`config.mk`:
```
export PLATFORM = sky130hd
export DESIGN_NAME = game_round_ctrl
export DESIGN_NICKNAME = d
export VERILOG_FILES = /design/src/rtl/functions_tasks_pkg.sv /design/src/rtl/game_pkg.sv /design/src/rtl/game_round_ctrl_sec_tick_gen.sv /design/src/rtl/game_round_ctrl.sv
export SDC_FILE = /design/constraint.sdc
export NUM_CORES = 1
export LEC_CHECK = 0
export BUFFER_PORTS_ARGS = -buffer_cell sky130_fd_sc_hd__buf_2
export CORE_ASPECT_RATIO = 1.4
export CORE_MARGIN = 8
export CORE_UTILIZATION = 35
export CTS_CLUSTER_SIZE = 30
export DETAILED_ROUTE_END_ITERATION = 8
export PLACE_DENSITY = 0.6
export SLEW_MARGIN = 10
export SYNTH_ARGS = -nofsm -noshare
export SYNTH_HDL_FRONTEND = slang
export SYNTH_SLANG_ARGS = --single-unit
export TNS_END_PERCENT = 100
```
`constraint.sdc`:
```
create_clock -name clk -period 3.94 [get_ports clk]
set_input_delay 0.197 -clock clk [delete_from_list [all_inputs] [get_ports clk]]
set_output_delay 0.197 -clock clk [all_outputs]
set_load 0.005 [all_outputs]
```
`src/rtl/functions_tasks_pkg.sv`:
```
// ----------------------------------------------------------------------------
// functions_tasks_pkg
// Small combinational helpers shared by the game logic.
//   abs_diff10(a, b) : unsigned |a - b| of two 10-bit screen coordinates,
//                      computed as larger minus smaller so it never wraps.
// ----------------------------------------------------------------------------
package functions_tasks_pkg;

    function automatic logic [9:0] abs_diff10(input logic [9:0] a,
                                              input logic [9:0] b);
        return (a >= b) ? (a - b) : (b - a);
    endfunction

endpackage : functions_tasks_pkg

```
`src/rtl/game_pkg.sv`:
```
// ----------------------------------------------------------------------------
// game_pkg
// Shared types and constants for the Tom-and-Jerry round sequencer.
//   - game_state_t : state encoding, also driven out on game_state for the
//                    overlay renderer
//   - RESPAWN_CYCLES : cycles the movement controllers are held in reset
//   - DEF_* : default timing constants for a 65 MHz pixel clock
// Optional feature macro: GAME_PAUSE_EN (adds the PAUSED state, encoding 7).
// ----------------------------------------------------------------------------
package game_pkg;

    typedef enum logic [2:0] {
        ST_IDLE      = 3'd0,
        ST_RESPAWN   = 3'd1,
        ST_COUNTDOWN = 3'd2,
        ST_PLAY      = 3'd3,
        ST_CAUGHT    = 3'd4,
        ST_TIMEOUT   = 3'd5,
        ST_GAME_OVER = 3'd6
`ifdef GAME_PAUSE_EN
        ,
        ST_PAUSED    = 3'd7
`endif
    } game_state_t;

    localparam int RESPAWN_CYCLES        = 4;

    localparam int DEF_SEC_TICKS         = 65_000_000;
    localparam int DEF_COUNTDOWN_SECONDS = 3;
    localparam int DEF_ROUND_SECONDS     = 60;
    localparam int DEF_HOLD_SECONDS      = 2;
    localparam int DEF_CATCH_DIST        = 16;
    localparam int DEF_WIN_SCORE         = 5;

endpackage : game_pkg

```
`src/rtl/game_round_ctrl_sec_tick_gen.sv`:
```
// ----------------------------------------------------------------------------
// sec_tick_gen
// One-second prescaler for the round sequencer.
// Ports:
//   clk      in  system clock
//   rst      in  synchronous active-low reset
//   clr      in  force the count to 0 (takes priority over everything)
//   run      in  count this cycle
//   hold     in  (GAME_PAUSE_EN only) freeze the count even while run=1
//   sec_tick out 1 in the cycle the count equals SEC_TICKS-1 while counting
// ----------------------------------------------------------------------------
module sec_tick_gen #(
    parameter int SEC_TICKS = 65_000_000
) (
    input  logic clk,
    input  logic rst,
    input  logic clr,
    input  logic run,
`ifdef GAME_PAUSE_EN
    input  logic hold,
`endif
    output logic sec_tick
);

    localparam int CW = (SEC_TICKS > 1) ? $clog2(SEC_TICKS) : 1;
    localparam logic [CW-1:0] CNT_MAX = CW'(SEC_TICKS - 1);

    logic [CW-1:0] cnt_q;
    logic [CW-1:0] cnt_d;
    logic          active;

`ifdef GAME_PAUSE_EN
    assign active = run & ~hold;
`else
    assign active = run;
`endif

    // Tick is taken from the registered count so it can feed the state
    // machine's next-state logic without a combinational loop through clr.
    assign sec_tick = active && (cnt_q == CNT_MAX);

    always_comb begin
        cnt_d = cnt_q;
        if (clr) begin
            cnt_d = '0;
        end else if (active) begin
            cnt_d = (cnt_q == CNT_MAX) ? '0 : cnt_q + 1'b1;
        end
    end

    always_ff @(posedge clk) begin
        if (!rst) begin
            cnt_q <= '0;
        end else begin
            cnt_q <= cnt_d;
        end
    end

endmodule : sec_tick_gen

```
`src/rtl/game_round_ctrl.sv`:
```
// ----------------------------------------------------------------------------
// game_round_ctrl
// Round sequencer for the Tom-and-Jerry game. Gates both players' controls,
// holds the movement controllers in reset while respawning, runs the
// countdown / round / hold timers, detects a catch, keeps scores and ends
// the game when either player reaches WIN_SCORE.
// Ports:
//   clk, rst (sync, active-low), start (1-cycle start/restart pulse)
//   tom_*_in, jerry_*_in      raw player controls
//   tom_x/y, jerry_x/y        10-bit top-left coordinates
//   tom_*, jerry_*            gated controls (follow raw inputs only in PLAY)
//   move_rst                  active-high reset to both movement controllers
//   game_state                encoded state for the overlay renderer
//   time_left                 seconds remaining in COUNTDOWN/PLAY
//   score_tom, score_jerry    saturating 4-bit scores
//   round_end                 1-cycle pulse on entry to CAUGHT or TIMEOUT
//   pause                     (GAME_PAUSE_EN only) 1-cycle pause toggle
// Optional feature macro: GAME_PAUSE_EN.
// All outputs are registered.
// ----------------------------------------------------------------------------
module game_round_ctrl
    import game_pkg::*;
    import functions_tasks_pkg::*;
#(
    parameter int SEC_TICKS         = DEF_SEC_TICKS,
    parameter int COUNTDOWN_SECONDS = DEF_COUNTDOWN_SECONDS,
    parameter int ROUND_SECONDS     = DEF_ROUND_SECONDS,
    parameter int HOLD_SECONDS      = DEF_HOLD_SECONDS,
    parameter int CATCH_DIST        = DEF_CATCH_DIST,
    parameter int WIN_SCORE         = DEF_WIN_SCORE
) (
    input  logic       clk,
    input  logic       rst,
    input  logic       start,
`ifdef GAME_PAUSE_EN
    input  logic       pause,
`endif
    input  logic       tom_left_in,
    input  logic       tom_right_in,
    input  logic       tom_jump_in,
    input  logic       jerry_left_in,
    input  logic       jerry_right_in,
    input  logic       jerry_jump_in,
    input  logic [9:0] tom_x,
    input  logic [9:0] tom_y,
    input  logic [9:0] jerry_x,
    input  logic [9:0] jerry_y,
    output logic       tom_left,
    output logic       tom_right,
    output logic       tom_jump,
    output logic       jerry_left,
    output logic       jerry_right,
    output logic       jerry_jump,
    output logic       move_rst,
    output logic [2:0] game_state,
    output logic [6:0] time_left,
    output logic [3:0] score_tom,
    output logic [3:0] score_jerry,
    output logic       round_end
);

    localparam int RSP_W = (RESPAWN_CYCLES > 1) ? $clog2(RESPAWN_CYCLES) : 1;
    localparam logic [RSP_W-1:0] RSP_LAST  = RSP_W'(RESPAWN_CYCLES - 1);
    localparam logic [10:0]      CATCH_LIM = 11'(CATCH_DIST);
    localparam logic [6:0]       HOLD_LIM  = 7'(HOLD_SECONDS);
    localparam logic [3:0]       WIN_LIM   = 4'(WIN_SCORE);

    game_state_t      state_q, state_d;
    logic [6:0]       time_left_q, time_left_d;
    logic [3:0]       score_tom_q, score_tom_d;
    logic [3:0]       score_jerry_q, score_jerry_d;
    logic             round_end_q, round_end_d;
    logic             move_rst_q, move_rst_d;
    logic [5:0]       ctrl_q, ctrl_d;
    logic [6:0]       hold_q, hold_d;
    logic [RSP_W-1:0] rsp_q, rsp_d;
    logic             catch_q, catch_d;

    logic             sec_tick;
    logic             presc_clr;
    logic             presc_run;
    logic             win;
    logic [6:0]       hold_inc;

    // Catch compare is registered: coordinates sampled at edge N move the
    // state to CAUGHT at edge N+1.
    assign catch_d = ({1'b0, abs_diff10(tom_x, jerry_x)} < CATCH_LIM) &&
                     ({1'b0, abs_diff10(tom_y, jerry_y)} < CATCH_LIM);

    assign presc_run = (state_q == ST_COUNTDOWN) || (state_q == ST_PLAY) ||
                       (state_q == ST_CAUGHT)    || (state_q == ST_TIMEOUT);

`ifdef GAME_PAUSE_EN
    // PLAY <-> PAUSED keeps the prescaler value so the second resumes where
    // it left off; every other state change restarts it.
    assign presc_clr = (state_d != state_q) &&
                       !((state_q == ST_PLAY)   && (state_d == ST_PAUSED)) &&
                       !((state_q == ST_PAUSED) && (state_d == ST_PLAY));
`else
    assign presc_clr = (state_d != state_q);
`endif

    sec_tick_gen #(
        .SEC_TICKS (SEC_TICKS)
    ) u_sec_tick_gen (
        .clk      (clk),
        .rst      (rst),
        .clr      (presc_clr),
        .run      (presc_run),
`ifdef GAME_PAUSE_EN
        .hold     (state_q == ST_PAUSED),
`endif
        .sec_tick (sec_tick)
    );

    // Scores are already updated on entry to CAUGHT/TIMEOUT, so the hold
    // exit can look at the registered values.
    assign win      = (score_tom_q >= WIN_LIM) || (score_jerry_q >= WIN_LIM);
    assign hold_inc = hold_q + 7'd1;

    always_comb begin
        state_d       = state_q;
        time_left_d   = time_left_q;
        score_tom_d   = score_tom_q;
        score_jerry_d = score_jerry_q;
        round_end_d   = 1'b0;
        hold_d        = hold_q;
        rsp_d         = '0;

        case (state_q)
            ST_IDLE: begin
                if (start) begin
                    state_d = ST_RESPAWN;
                end
            end

            ST_RESPAWN: begin
                rsp_d = rsp_q + 1'b1;
                if (rsp_q == RSP_LAST) begin
                    rsp_d       = '0;
                    state_d     = ST_COUNTDOWN;
                    time_left_d = 7'(COUNTDOWN_SECONDS);
                end
            end

            ST_COUNTDOWN: begin
                if (sec_tick) begin
                    if (time_left_q > 7'd1) begin
                        time_left_d = time_left_q - 7'd1;
                    end else begin
                        state_d     = ST_PLAY;
                        time_left_d = 7'(ROUND_SECONDS);
                    end
                end
            end

            ST_PLAY: begin
                // Catch has priority over the final second: Jerry is not
                // scored when both happen together.
                if (catch_q) begin
                    state_d     = ST_CAUGHT;
                    score_tom_d = (score_tom_q == 4'hF) ? 4'hF : score_tom_q + 4'd1;
                    round_end_d = 1'b1;
                    hold_d      = '0;
                end else if (sec_tick && (time_left_q <= 7'd1)) begin
                    state_d       = ST_TIMEOUT;
                    time_left_d   = '0;
                    score_jerry_d = (score_jerry_q == 4'hF) ? 4'hF : score_jerry_q + 4'd1;
                    round_end_d   = 1'b1;
                    hold_d        = '0;
                end else begin
                    if (sec_tick) begin
                        time_left_d = time_left_q - 7'd1;
                    end
`ifdef GAME_PAUSE_EN
                    if (pause) begin
                        state_d = ST_PAUSED;
                    end
`endif
                end
            end

            ST_CAUGHT, ST_TIMEOUT: begin
                if (sec_tick) begin
                    hold_d = hold_inc;
                    if (hold_inc >= HOLD_LIM) begin
                        hold_d  = '0;
                        state_d = win ? ST_GAME_OVER : ST_RESPAWN;
                    end
                end
            end

            ST_GAME_OVER: begin
                if (start) begin
                    state_d       = ST_RESPAWN;
                    score_tom_d   = '0;
                    score_jerry_d = '0;
                end
            end

`ifdef GAME_PAUSE_EN
            ST_PAUSED: begin
                if (pause) begin
                    state_d = ST_PLAY;
                end
            end
`endif

            default: begin
                state_d = ST_IDLE;
            end
        endcase

        // Outputs are decoded from the next state so they change on the
        // same edge as game_state.
        move_rst_d = (state_d == ST_IDLE) || (state_d == ST_RESPAWN);
        ctrl_d     = (state_d == ST_PLAY) ?
                     {tom_left_in, tom_right_in, tom_jump_in,
                      jerry_left_in, jerry_right_in, jerry_jump_in} : 6'b0;
    end

    always_ff @(posedge clk) begin
        if (!rst) begin
            state_q       <= ST_IDLE;
            time_left_q   <= '0;
            score_tom_q   <= '0;
            score_jerry_q <= '0;
            round_end_q   <= 1'b0;
            move_rst_q    <= 1'b1;
            ctrl_q        <= '0;
            hold_q        <= '0;
            rsp_q         <= '0;
            catch_q       <= 1'b0;
        end else begin
            state_q       <= state_d;
            time_left_q   <= time_left_d;
            score_tom_q   <= score_tom_d;
            score_jerry_q <= score_jerry_d;
            round_end_q   <= round_end_d;
            move_rst_q    <= move_rst_d;
            ctrl_q        <= ctrl_d;
            hold_q        <= hold_d;
            rsp_q         <= rsp_d;
            catch_q       <= catch_d;
        end
    end

    assign game_state  = 3'(state_q);
    assign time_left   = time_left_q;
    assign score_tom   = score_tom_q;
    assign score_jerry = score_jerry_q;
    assign round_end   = round_end_q;
    assign move_rst    = move_rst_q;
    assign tom_left    = ctrl_q[5];
    assign tom_right   = ctrl_q[4];
    assign tom_jump    = ctrl_q[3];
    assign jerry_left  = ctrl_q[2];
    assign jerry_right = ctrl_q[1];
    assign jerry_jump  = ctrl_q[0];

endmodule : game_round_ctrl

```
# Word-level counts from Yosys, hierarchy flattened
# Cells that the tools add are included.
dict set report totals {
  inputBits 49
  register_bits 62
}
dict set report op_classes {
  eq_ne 22
  magnitude_cmp 9
  addsub 10
  n_bitwise 2
  reduce_logical 23
  mux 35
}
# operator n
set op_table {}
lappend op_table {{$mux 7} 10}
lappend op_table {{$sub 10x10->10} 4}
lappend op_table {{$mux 3} 9}
lappend op_table {{$add 26x1->26 const B} 1}
lappend op_table {{$eq 26x26->1 const B} 1}
lappend op_table {{$mux 26} 1}
lappend op_table {{$mux 4} 6}
lappend op_table {{$pmux 7 s3} 1}
lappend op_table {{$ge 10x10->1} 2}
lappend op_table {{$lt 10x5->1 const B} 2}
lappend op_table {{$mux 10} 2}
lappend op_table {{$pmux 4 s2} 2}
lappend op_table {{$pmux 3 s5} 1}
lappend op_table {{$pmux 7 s2} 1}
lappend op_table {{$ne 2x2->1 const B} 6}
lappend op_table {{$eq 3x2->1 const B} 3}
lappend op_table {{$eq 3x3->1 const B} 3}
lappend op_table {{$add 4x1->4 const B} 2}
lappend op_table {{$eq 4x4->1 const B} 2}
lappend op_table {{$ge 4x3->1 const B} 2}
lappend op_table {{$add 7x1->7 const B} 1}
lappend op_table {{$ge 7x2->1 const B} 1}
lappend op_table {{$gt 7x1->1 const B} 1}
lappend op_table {{$le 7x1->1 const B} 1}
lappend op_table {{20 further kinds} 36}

# Longest topological paths before layout
# Gate-level depths: netlist of run 1.
dict set report logic_depth {
  ltp_word 11
  depth_mapped 12
}

# By module
# From an unflattened synthesis of run 1, not the netlist that was laid out.
dict set report hier_totals {
  hier_cells 566
  hier_area_um2 4521.8
}
# mod n_inst area_each_um2 cells_each
set by_module_without_submodules {}
lappend by_module_without_submodules {game_round_ctrl 1 3205.6 417}
lappend by_module_without_submodules {sec_tick_gen 1 1316.3 149}

# Least setup slack after synthesis of run 1
# No wires, ideal clock.
dict set report synth_path {
  path_kind {register to register}
  from {reg score_tom_q[1], in the netlist score_tom[1]}
  to {reg u_sec_tick_gen.cnt_q[16]}
  arrival_time_ns 2.887
  slack_ns 0.991
  path_buffers 2
  t_required_ns 3.878
  path_stages_with_launch 12
  path_cell_list {dfxtp_1 -> inv_1 -> ha_1 -> nand2b_1 -> a2111oi_0 -> inv_1 -> a41o_2 -> mux2i_1 -> or4_4 -> buf_6 -> buf_12 -> nor2_4}
}
dict set report synth_via {
  elab_chain_cells 8
}
# element line
set synth_rtl {}
lappend synth_rtl {{start: declaration} game_round_ctrl.sv:70} ;# logic [3:0] score_tom_q, score_tom_d;
lappend synth_rtl {{start signal: assignment} game_round_ctrl.sv:237} ;# score_tom_q <= score_tom_d;
lappend synth_rtl {{$ge 4x3->1} game_round_ctrl.sv:118} ;# assign win = (score_tom_q >= WIN_LIM) || (score_jerry_q >= WIN_LIM);
lappend synth_rtl {{$logic_or 1x1->1} game_round_ctrl.sv:118}
lappend synth_rtl {{$mux 3} game_round_ctrl.sv:188} ;# state_d = win ? ST_GAME_OVER : ST_RESPAWN;
lappend synth_rtl {{$mux 3} game_round_ctrl.sv:186} ;# if (hold_inc >= HOLD_LIM) begin
lappend synth_rtl {{$mux 3} game_round_ctrl.sv:184} ;# if (sec_tick) begin
lappend synth_rtl {{$pmux 3 s5} game_round_ctrl.sv:130} ;# case (state_q)
lappend synth_rtl {{$ne 3x3->1} game_round_ctrl.sv:100} ;# assign presc_clr = (state_d != state_q);
lappend synth_rtl {{$reduce_or 2->1 (no source line)} -}
lappend synth_rtl {{end signal: assignment} game_round_ctrl_sec_tick_gen.sv:55} ;# cnt_q <= cnt_d;
lappend synth_rtl {{end: declaration} game_round_ctrl_sec_tick_gen.sv:28} ;# logic [CW-1:0] cnt_q;
# No other way between the ends.
# A chain may end at the register's enable or synchronous reset.

# Final worst setup path of run 1
dict set report layout_path {
  from {reg u_sec_tick_gen.cnt_q[10]}
  to {reg time_left_q[3], in the netlist time_left[3]}
}
dict set report layout_via {
  elab_chain_cells 6
  word_cells_on_any_way 9
  cone_classes {3 x eq/ne; 3 x mux; 3 x reduce/logical}
}
# element line
set layout_rtl {}
lappend layout_rtl {{$eq 26x26->1 (*)} game_round_ctrl_sec_tick_gen.sv:40} ;# assign sec_tick = active && (cnt_q == CNT_MAX);
lappend layout_rtl {{$logic_and 1x1->1 (*)} game_round_ctrl_sec_tick_gen.sv:40}
lappend layout_rtl {{$logic_and 1x1->1} game_round_ctrl.sv:165} ;# end else if (sec_tick && (time_left_q <= 7'd1)) begin
lappend layout_rtl {{$mux 7} game_round_ctrl.sv:165}
lappend layout_rtl {{$mux 7} game_round_ctrl.sv:160} ;# if (catch_q) begin
lappend layout_rtl {{$pmux 7 s3} game_round_ctrl.sv:130}
lappend layout_rtl {{end signal: assignment} game_round_ctrl.sv:236} ;# time_left_q <= time_left_d;
lappend layout_rtl {{end: declaration} game_round_ctrl.sv:69} ;# logic [6:0] time_left_q, time_left_d;
# Every way passes the cells marked *; elsewhere a longest branch is shown, timed or not. The select of a mux whose other input is x is not followed.

==> results of run 1 <==
[power groups by stage]
stage                     Combinational (mW)  Sequential, mW  Clock, mW
after detailed placement               0.342           0.647          0
after global routing                   0.385           0.634      0.841
final                                  0.345           0.634      0.788
after global placement                 0.339           0.647          0
after CTS                              0.343           0.634      0.814
after floorplan                        0.256           0.645          0
[how the worst min path moves through the flow]
| stage | start | endpoint | cells past startpoint |
|---|---|---|---|
| global route | jerry_right_in | ctrl_q[1] | 2 |
| detailed placement | tom_right_in | ctrl_q[4] | 2 |
| floorplan | jerry_jump_in | ctrl_q[0] | 1 |
| global placement | tom_right_in | ctrl_q[4] | 2 |
| finish | jerry_right_in | ctrl_q[1] | 2 |
| CTS | tom_right_in | ctrl_q[4] | 2 |
[state kept, by name, summed over array words and instances, names as in the netlist]
signal / cells
game_state: 3
u_sec_tick_gen.cnt_q: 26
hold_q: 7
score_tom: 4
catch_q: 1
round_end: 1
time_left: 7
rsp_q: 2
move_rst: 1
ctrl_q: 6
score_jerry: 4
[synthesized netlist by cell type (11+ instances only)]
library cell,n,area (um2)
sky130_fd_sc_hd__o21ai_0,22,110
sky130_fd_sc_hd__ha_1,50,626
sky130_fd_sc_hd__a21oi_1,41,205
sky130_fd_sc_hd__nor2b_1,14,87.6
sky130_fd_sc_hd__nand2_1,39,146
sky130_fd_sc_hd__xnor2_1,17,149
sky130_fd_sc_hd__o211ai_1,11,82.6
sky130_fd_sc_hd__nand4_1,12,75.1
sky130_fd_sc_hd__nor3_1,21,105
sky130_fd_sc_hd__and2_1,13,81.3
sky130_fd_sc_hd__dfxtp_1,62,1240
sky130_fd_sc_hd__clkbuf_1,12,45.0
sky130_fd_sc_hd__nand3_1,33,165
sky130_fd_sc_hd__xor2_1,14,123
sky130_fd_sc_hd__nor2_1,54,203
sky130_fd_sc_hd__inv_1,65,244
[stage by stage]
step	cell area, um2	worst slack [ns]	std cells	hold WS, ns
after floorplan	4970	0.991	637	0.319
after global placement	5480	0.946	879	0.399
after detailed placement	5480	0.945	879	0.400
after CTS	5780	1.01	895	0.0548
after global routing	5780	0.776	895	0.0623
final	5780	1.01	895	0.0702
[final cells by class]
cell class	count	area [um2]
multi-input cells	491	3380
inverters	65	244
clock inverters	3	42.5
fillers	1479	8130
repair buffers	76	385
flip-flops and latches	62	1240
clock buffers	13	260
well taps	185	231
[critical path: stages (launching register included)]
cell and delay (ns):
sky130_fd_sc_hd__dfxtp_1 0.35, sky130_fd_sc_hd__or4b_1 0.54, sky130_fd_sc_hd__nor4_2 0.27, sky130_fd_sc_hd__and2_1 0.38
sky130_fd_sc_hd__a31oi_1 0.16, sky130_fd_sc_hd__nor2_1 0.54, sky130_fd_sc_hd__o21ai_0 0.23, sky130_fd_sc_hd__a221oi_1 0.35
[metal layers]
metal,vias up,routed length [um],GRT usage
li1,2400,-,-
met1,2173,5220,0.153
met2,91,6600,0.257
met3,26,410,0.0249
met4,0,329,0.0649
met5,-,0,0
[kinds of logic (layout without fill, tap and decap cells)]
| logic type | after synthesis | after routing |
|---|---|---|
| AOI/OAI and AO/OA | 153 | 153 |
| xor gates and xnor gates | 31 | 31 |
| adders and majority gates | 50 | 50 |
| buffers and inverters | 84 | 157 |
| DFF | 62 | 62 |
| muxes | 8 | 8 |
| and+or+nand+nor | 249 | 249 |
==> impl_summary.txt, run 1 <==
----------------------------------------------------
[Synthesis]
  Fraction of the mapped netlist area in compound gates ... 0.210
  Syn_nets ... 736
  Mean post-synth cell area ... 7.80 um2
  Syn Inst Count ... 637
  Synth async-reset ratio ... 0
  Largest family of logic cells by synthesized area ... simple AND/OR/NAND/NOR gates
  Xor and xnor fraction of the mapped netlist area ... 0.0547
  Area share of and/or/nand/nor cells after synthesis ... 0.274
  Sequential cell area fraction in the yosys report ... 0.250
  Yosys synthesis warning count ... 0
  Share of synthesized area spent on multiplexers ... 0.0164
  Adder-cell share of the synthesized area ... 0.126
  Most used flip-flop cell after synthesis ... sky130_fd_sc_hd__dfxtp_1
  Library cells used by synthesis ... 67
  Synthesized area ... 4970 um2
  Register bit total from synthesis ... 62
  Number of enable-type register cells in the synthesized netlist ... 0

[Global route]
  Final global-route overflow total ... 0
  Antenna violations before repair ... 0
  Aggregate global-route resource usage ... 0.141
  First-pass GRT wire length ... 21,000 um
  Vias in the first global route ... 4,626
  Pin count of the biggest net entering global routing ... 18

[Timing]
  Unrepaired setup endpoints after global routing ... false
  Normalized max-slew margin ... 0.389
  Post-route clock period utilization ... 0.743
  Worst Tran Pin Value ... 0.905 ns
  Final critical delay including setup and external delays ... 2.93 ns
  Skew final ... 0.00668 ns
  Count of endpoints failing setup in the final report ... 0
  Sum Neg Setup Slack ... 0 ns
  Max frequency ... 342 MHz
  Final Slew Violations ... 0
  Count of final hold-check violations ... 0

[Place]
  HPWL after detailed placement ... 10,100 um
  # port buffers ... 74
  Placer Congestion ... 0.951

[Layout]
  Antenna cell count ... 0
  Synth-to-Final Area Change ... 16.4%
  Commonest non-fill, non-tap cells in the layout ... sky130_fd_sc_hd__buf_2 (74), sky130_fd_sc_hd__inv_1 (65), sky130_fd_sc_hd__dfxtp_1 (62)
  Post-layout net count ... 804
  Final cell utilization of the core ... 0.416
  Layout cells sized above 1 ... 0.156
  Most frequent standard cell in the layout excluding fill and tap cells ... sky130_fd_sc_hd__buf_2

[Critical path]
  Arrival time reported for the critical path endpoint ... 3.15 ns
  Required time worst endpoint ... 4.16 ns
  Worst setup startpoint ... u_sec_tick_gen.cnt_q[10]
  Maximum fanout count along the critical path ... 11
  Critical register-to-register path endpoint ... time_left[3]
  CP Capture Point ... time_left[3]
  Kind of launch point of the worst setup path ... flop
  Critical path class ... reg2reg
  Worst-case register-to-register setup slack ... 1.01 ns
  FF-to-FF path depth ... 7
  CP endpoint kind ... flop
  Reg-to-reg critical path startpoint ... u_sec_tick_gen.cnt_q[10]

[Clock network]
  Post-CTS setup buffer count ... 0
  Insertion delay to the later sink of the worst-skew pair ... 0.33 ns
  Number of instances resized during post-cts repair ... 0
  CTS buffer count ... 9
  Clock tree from TritonCTS ... built
  Number of levels the H-tree was split into ... 3
  Number of clock sinks ... 62
  Maximum buffer depth of the clock tree ... 2
  Number of buffers added to fix hold violations after cts ... 0
  Clock-pin slew on the worst setup and hold paths ... 0.05 ns
  Clock root cell ... sky130_fd_sc_hd__clkbuf_16

[Job]
  Max-capacitance violation count ... 0

[Power]
  Switching power share of the total ... 0.268
  Standby leakage power ... 2.50 nW
  Proportion of power drawn by the clock network ... 0.446
  Switching pwr ... 0.474 mW
  Seq pwr share ... 0.359
  P_int ... 1.29 mW
  Maximum vdd drop ... 0.000196 V
  Power per unit of standard cell area ... 306 nW/um2
  Share of total power in combinational logic ... 0.195
  Sum of internal, switching and leakage power ... 1.77 mW

[Route]
  Total Routed Length ... 12,600 um
  Post-route DRC ... 0
  Remaining antenna violation count ... 0
  Detailed-route wire length per cell ... 14.0 um
  Number of vias after detailed routing ... 4,690
  Number of detailed-routing iterations run before antenna repair ... 4
  Count of routing violations after the opening detailed-route iteration ... 330
  Per-cell via count in the routed design ... 5.24

[Floorplan]
  Initial standard-cell utilization of the core ... 0.357
  Core box area ... 13,900 um2
  Die Width ... 117 um
  Floorplan die height ... 157 um
  Top-level port count ... 75
  # rows ... 51
  Floorplan die area ... 18,300 um2

[Hold path]
  Worst hold-check path type ... in2reg

[Run status]
  Result of the run ... complete, no violations

----------------------------------------------------
Power figures use the tool's default switching activity.
==> run 2, diff against run 1 <==
Settings changed: PLACE_DENSITY 0.6 to 0.62.
Clock period 3.94 ns to 2.63 ns, I/O delays scaled along.
==> run 2 against run 1 <==
Clock skew decreased by 0.0031 ns. Core utilization increased by 3.6 points. Die area unchanged. Sequential power increased by 49%. Highest routed layer unchanged. Register-to-register slack got worse by 0.87 ns. Wire length increased by 3.7%. Largest power group unchanged. Maximum frequency increased by 18%.
==> impl_summary.txt, run 2 (synthesized netlist as in run 1, its figures left out) <==
----------------------------------------------------
[Run status]
  Result of the run ... complete, no violations

[Clock network]
  Clock tree from TritonCTS ... built
  Insertion delay to the later sink of the worst-skew pair ... 0.32 ns (about the same)
  Number of levels the H-tree was split into ... 3 (unchanged)
  Number of clock sinks ... 62 (unchanged)
  Clock-pin slew on the worst setup and hold paths ... 0.05 ns (about the same)
  Maximum buffer depth of the clock tree ... 2 (unchanged)
  CTS buffer count ... 9 (unchanged)
  Clock root cell ... sky130_fd_sc_hd__clkbuf_16

[Timing]
  Count of endpoints failing setup in the final report ... 0 (unchanged)
  Sum Neg Setup Slack ... 0 ns (unchanged)
  Post-route clock period utilization ... 0.946 (+0.203)
  Skew final ... 0.00353 ns (-0.00315 ns)
  Worst Tran Pin Value ... 0.655 ns (-0.250 ns)
  Final Slew Violations ... 0 (unchanged)
  Max frequency ... 402 MHz (+18%)
  Count of final hold-check violations ... 0 (unchanged)
  Normalized max-slew margin ... 0.557 (+0.169)
  Worst setup slack after layout ... 0.141 ns (-0.872 ns)
  Final hold slack ... 0.164 ns (+0.0936 ns)
  Final critical delay including setup and external delays ... 2.49 ns (-0.438 ns)

[Route]
  Per-cell via count in the routed design ... 5.11 (-2.4%)
  Count of routing violations after the opening detailed-route iteration ... 274 (-17%)
  Total Routed Length ... 13,000 um (+3.7%)
  Number of detailed-routing iterations run before antenna repair ... 4 (unchanged)
  Detailed-route wire length per cell ... 13.7 um (-2.5%)
  Remaining antenna violation count ... 0 (unchanged)
  Post-route DRC ... 0 (unchanged)
  Number of vias after detailed routing ... 4,867 (+3.8%)

[Critical path]
  Kind of launch point of the worst setup path ... flop
  Required time worst endpoint ... 2.89 ns (-1.27 ns)
  Reg-to-reg critical path startpoint ... u_sec_tick_gen.cnt_q[0]
  Worst-case register-to-register setup slack ... 0.14 ns (-0.87 ns)
  Arrival time reported for the critical path endpoint ... 2.75 ns (-0.40 ns)
  Critical register-to-register path endpoint ... u_sec_tick_gen.cnt_q[6]
  FF-to-FF path depth ... 10 (+3)
  Worst setup startpoint ... u_sec_tick_gen.cnt_q[0]
  CP endpoint kind ... flop
  Critical path class ... reg2reg
  Maximum fanout count along the critical path ... 8 (-3)

[Hold path]
  Worst min-delay path startpoint ... rst
  Worst hold-check path type ... in2reg
  Sink of the worst hold path ... time_left[1]
  Hold Path Cell Cnt ... 2 (unchanged)

[Layout]
  Multi-input gate area in the final layout ... 3410 um2 (+1.0%)
  Final cell utilization of the core ... 0.452 (+0.0363)
  Antenna cell count ... 0 (unchanged)
  Sequential cell area ... 1240 um2 (unchanged)
  Synth-to-Final Area Change ... 26.6%
  Post-layout net count ... 861 (+7.1%)
  Most frequent standard cell in the layout excluding fill and tap cells ... sky130_fd_sc_hd__buf_2
  Final standard cell area without fillers ... 6290 um2 (+8.7%)
  Commonest non-fill, non-tap cells in the layout ... sky130_fd_sc_hd__buf_2 (74), sky130_fd_sc_hd__inv_1 (65), sky130_fd_sc_hd__dfxtp_1 (62)
  Max FFs per register ... 26 (unchanged)
  Fill cell instance count of the final layout ... 1,454 (-1.7%)
  Register with the most flip-flops ... u_sec_tick_gen.cnt_q
  Layout cells sized above 1 ... 0.218 (+0.0614)

[Place]
  HPWL after detailed placement ... 10,200 um (+0.77%)
  Placed Instance Area ... 5890 um2 (+7.4%)
  DP Worst Slack ... 0.0209 ns (-0.924 ns)
  # port buffers ... 74 (unchanged)
  Placer Congestion ... 0.890 (-6.4%)

[Global route]
  Antenna violations before repair ... 0 (unchanged)
  Pin count of the biggest net entering global routing ... 17 (-1)
  First-pass GRT wire length ... 22,000 um (+4.5%)
  Final global-route overflow total ... 0 (unchanged)
  Vias in the first global route ... 4,851 (+4.9%)
  Aggregate global-route resource usage ... 0.146 (+0.00456)

[Power]
  Maximum vdd drop ... 0.000275 V (+40%)
  Power per unit of standard cell area ... 431 nW/um2 (+41%)
  Standby leakage power ... 2.82 nW (+13%)

[Floorplan]
  Initial standard-cell utilization of the core ... 0.357 (unchanged)
  Floorplan die height ... 157 um (unchanged)
  Core box area ... 13,900 um2 (unchanged)
  # rows ... 51 (unchanged)
  Top-level port count ... 75 (unchanged)
  Die Width ... 117 um (unchanged)
  Floorplan die area ... 18,300 um2 (unchanged)

[Job]
  Max-capacitance violation count ... 0 (unchanged)

----------------------------------------------------
run 2: where the power goes:
part           internal [mW]  switching [mW]
sequential             0.943         0.00326
clock                  0.779           0.401
combinational          0.263           0.320
total                   1.99           0.725
run 2: cell type report:
| type | count | area share |
|---|---|---|
| Clock inverter | 4 | 0.00716 |
| Multi-Input combinational cell | 491 | 0.543 |
| Timing Repair Buffer | 133 | 0.136 |
| Inverter | 65 | 0.0388 |
| Clock buffer | 12 | 0.0408 |
| Sequential cell | 62 | 0.197 |
| Tap cell | 185 | 0.0368 |
run 2: worst max path at each step:
stage                                           to  slack (ns)  cells after the start
final                      u_sec_tick_gen.cnt_q[6]        0.14                     10
after global routing      u_sec_tick_gen.cnt_q[20]      -0.005                     11
after CTS                 u_sec_tick_gen.cnt_q[25]        0.11                     11
after detailed placement                   catch_q        0.02                     12
after global placement                     catch_q        0.08                     12
after floorplan           u_sec_tick_gen.cnt_q[16]        0.03                     11
run 2: what timing repair did:
action	4_1_cts	5_1_grt
buffers inserted	0	0
setup endpoints to repair	0	34
hold buffers	6	0
hold endpoints to repair	6	0
resized for setup	0	3
run 2: metal layers:
layer	part of all wire	global-route usage	vias to the layer above	wire length, um
met1	0.41	0.155	2255	5400
met5	0	0	-	0
met4	0.016	0.0453	0	209
met2	0.54	0.275	83	7030
li1	-	-	2512	-
met3	0.030	0.0295	17	393
run 2: worst max-delay path, stage by stage, from the launching register on:
cell                        delay [ns]
sky130_fd_sc_hd__dfxtp_1          0.34
sky130_fd_sc_hd__ha_1             0.23
sky130_fd_sc_hd__nand4_1          0.16
sky130_fd_sc_hd__nor3_2           0.08
sky130_fd_sc_hd__and3_1           0.22
sky130_fd_sc_hd__and2_1           0.21
sky130_fd_sc_hd__o21bai_1         0.20
sky130_fd_sc_hd__o211ai_1         0.14
sky130_fd_sc_hd__or4_4            0.55
sky130_fd_sc_hd__clkbuf_16        0.21
sky130_fd_sc_hd__nor2_1           0.10
run 2: metrics by stage:
stage | power (mW) | instances
6_report | 2.71 | 952
3_3_place_gp | 1.53 | 929
3_5_place_dp | 1.53 | 929
4_1_cts | 2.73 | 951
2_1_floorplan | 1.35 | 637
5_1_grt | 2.85 | 952
==> run 3, diff against run 2 <==
Settings changed: CORE_ASPECT_RATIO 1.4 to unset, PLACE_DENSITY 0.62 to 0.64.
==> run 3 against run 2 <==
Flip-flop and latch count did not move. Clock-buffer cell count fell by 3. Core utilization fell by 0.17 points. Global-route usage fell by 0.63 points. First-iteration DRC count fell by 28%. Final area fell by 0.60%. Die area fell by 0.30%. Clock power rose by 17%. Power rose by 6.6%. Largest power group unchanged.
==> impl_summary.txt, run 3 (synthesized netlist as in run 1, its figures left out) <==
----------------------------------------------------
[Critical path]
  CP Capture Point ... u_sec_tick_gen.cnt_q[9]
  Kind of launch point of the worst setup path ... flop
  Worst-case register-to-register setup slack ... 0.10 ns (-0.04 ns)
  Critical path class ... reg2reg
  Worst setup startpoint ... hold_q[1]
  FF-to-FF path depth ... 9 (-1)
  Arrival time reported for the critical path endpoint ... 2.79 ns (+0.04 ns)
  Required time worst endpoint ... 2.90 ns (about the same)
  Critical Path, Cell by Cell ... ha_2 > a31oi_1 > nor4b_2 > nand3_1 > a41o_2 > mux2i_1 > or4_4 > buf_12 > nor2_1
  Cell type of the slowest stage on the worst timing path ... sky130_fd_sc_hd__or4_4
  Critical register-to-register path endpoint ... u_sec_tick_gen.cnt_q[9]
  CP endpoint kind ... flop
  Maximum fanout count along the critical path ... 16 (+8)
  Reg-to-reg critical path startpoint ... hold_q[1]
  Slowest stage delay, CP ... 0.53 ns (-0.02 ns)

[Power]
  Share of total power in combinational logic ... 0.194 (-0.021)
  Switching pwr ... 0.768 mW (+6.0%)
  Maximum vdd drop ... 0.000416 V (+51%)
  Seq pwr share ... 0.328 (-0.021)
  Proportion of power drawn by the clock network ... 0.478 (+0.042)
  Sum of internal, switching and leakage power ... 2.89 mW (+6.6%)
  Standby leakage power ... 2.79 nW (-1.1%)
  Power per unit of standard cell area ... 462 nW/um2 (+7.2%)
  P_int ... 2.12 mW (+6.8%)
  Switching power share of the total ... 0.266 (-0.00143)

[Timing]
  Max frequency ... 396 MHz (-1.5%)
  Normalized max-slew margin ... 0.630 (+0.0722)
  Final hold slack ... 0.00240 ns (-0.161 ns)
  Worst Tran Pin Value ... 0.555 ns (-0.101 ns)
  Final critical delay including setup and external delays ... 2.53 ns (+0.0372 ns)
  Count of endpoints failing setup in the final report ... 0 (unchanged)
  Count of final hold-check violations ... 0 (unchanged)
  Final Slew Violations ... 0 (unchanged)
  Worst setup slack after layout ... 0.104 ns (-0.0372 ns)
  Skew final ... 0.00815 ns (+0.00462 ns)
  Post-route clock period utilization ... 0.960 (+0.0141)

[Clock network]
  Clock tree from TritonCTS ... built
  Maximum buffer depth of the clock tree ... 2 (unchanged)
  CTS buffer count ... 9 (unchanged)
  Clock-pin slew on the worst setup and hold paths ... 0.06 ns (about the same)
  Number of levels the H-tree was split into ... 3 (unchanged)
  Insertion delay to the later sink of the worst-skew pair ... 0.33 ns (about the same)
  Number of clock sinks ... 62 (unchanged)
  Clock root cell ... sky130_fd_sc_hd__clkbuf_16

[Route]
  Remaining antenna violation count ... 0 (unchanged)
  Post-route DRC ... 0 (unchanged)
  Number of vias after detailed routing ... 4,772 (-2.0%)
  Per-cell via count in the routed design ... 5.09 (-0.49%)
  Count of routing violations after the opening detailed-route iteration ... 196 (-28%)
  Number of detailed-routing iterations run before antenna repair ... 5 (+1)
  Total Routed Length ... 12,600 um (-2.9%)
  Detailed-route wire length per cell ... 13.5 um (-1.5%)

[Global route]
  First-pass GRT wire length ... 21,500 um (-2.4%)
  Final global-route overflow total ... 0 (unchanged)
  Antenna violations before repair ... 1 (+1)
  Pin count of the biggest net entering global routing ... 17 (unchanged)
  Vias in the first global route ... 4,657 (-4.0%)
  Aggregate global-route resource usage ... 0.139 (-0.00633)

[Layout]
  Fill cell instance count of the final layout ... 1,387 (-4.6%)
  Antenna cell count ... 0 (unchanged)
  Post-layout net count ... 852 (-1.0%)
  Register with the most flip-flops ... u_sec_tick_gen.cnt_q
  Layout cells sized above 1 ... 0.219 (+0.00127)
  Max FFs per register ... 26 (unchanged)
  Synth-to-Final Area Change ... 25.8%
  Most frequent standard cell in the layout excluding fill and tap cells ... sky130_fd_sc_hd__buf_2
  Final cell utilization of the core ... 0.450 (-0.00173)
  Commonest non-fill, non-tap cells in the layout ... sky130_fd_sc_hd__buf_2 (74), sky130_fd_sc_hd__inv_1 (65), sky130_fd_sc_hd__dfxtp_1 (62)

[Place]
  DP Worst Slack ... 0.0569 ns (+0.0360 ns)
  # port buffers ... 74 (unchanged)
  HPWL after detailed placement ... 9950 um (-2.4%)
  Placer Congestion ... 0.895 (+0.56%)

[Floorplan]
  Top-level port count ... 75 (unchanged)
  Die Width ... 135 um (+16%)
  Initial standard-cell utilization of the core ... 0.358 (+0.000772)
  Floorplan die height ... 135 um (-14%)
  Floorplan die area ... 18,300 um2 (-0.30%)
  Core box area ... 13,900 um2 (-0.22%)
  # rows ... 43 (-16%)

[Job]
  Max-capacitance violation count ... 0 (unchanged)

[Hold path]
  Worst hold-check path type ... in2reg

[Run status]
  Result of the run ... complete, no violations

----------------------------------------------------
-- run 3: metrics by stage --
stage / area, um2 / std cells / setup TNS (ns)
after floorplan: 4990 / 637 / 0
after global placement: 5840 / 919 / 0
after detailed placement: 5840 / 919 / 0
after CTS: 6210 / 937 / 0
after global routing: 6250 / 938 / -0.610
final: 6250 / 938 / 0
-- run 3: how the worst min path moves through the flow --
| stage | end | depth (start not counted) | from | slack [ns] |
|---|---|---|---|---|
| after floorplan | ctrl_q[0] | 1 | jerry_jump_in | 0.25 |
| after global placement | ctrl_q[1] | 2 | jerry_right_in | 0.33 |
| after detailed placement | ctrl_q[0] | 2 | jerry_jump_in | 0.34 |
| after CTS | ctrl_q[3] | 2 | tom_jump_in | 0.0004 |
| after global routing | ctrl_q[2] | 2 | jerry_left_in | 0.006 |
| final | ctrl_q[3] | 2 | tom_jump_in | 0.002 |
-- run 3: layout make-up --
cell class              instances  area [um2]  share of cell area
clock inverters                 7         121              0.0194
repair buffers                124         767               0.123
well taps                     180         225              0.0360
multi-input cells             491        3430               0.548
flip-flops and latches         62        1240               0.199
inverters                      65         244              0.0390
clock buffers                   9         225              0.0360
-- run 3: repair_timing --
action	in CTS	in global routing
endpoints found under the hold margin	2	0
setup endpoints to repair	0	27
gates resized for setup	0	8
setup buffers	0	1
hold buffers	2	0
-- run 3: worst max-delay path: cells and delay by family, from the launching register on --
family                     cells  cell delay [ns]
and+or+nand+nor                4             1.11
AOI/OAI and AO/OA              2             0.42
DFF                            1             0.37
adders and majority gates      1             0.22
buffers and inverters          1             0.18
muxes                          1             0.13
-- run 3: power groups by stage --
stage          Clock, mW  Sequential (mW)  Combinational, mW
6_report            1.38            0.948              0.559
5_1_grt             1.44            0.948              0.625
4_1_cts             1.40            0.947              0.552
3_5_place_dp           0            0.968              0.546
3_3_place_gp           0            0.968              0.547
2_1_floorplan          0            0.966              0.384
-- run 3: routing by layer --
metal  vias to the layer above  wire (um)  GRT usage
li1                       2501          -          -
met5                         -         13          0
met2                       127       6010      0.236
met1                      2128       5890      0.177
met4                         2        149     0.0432
met3                        14        578     0.0226
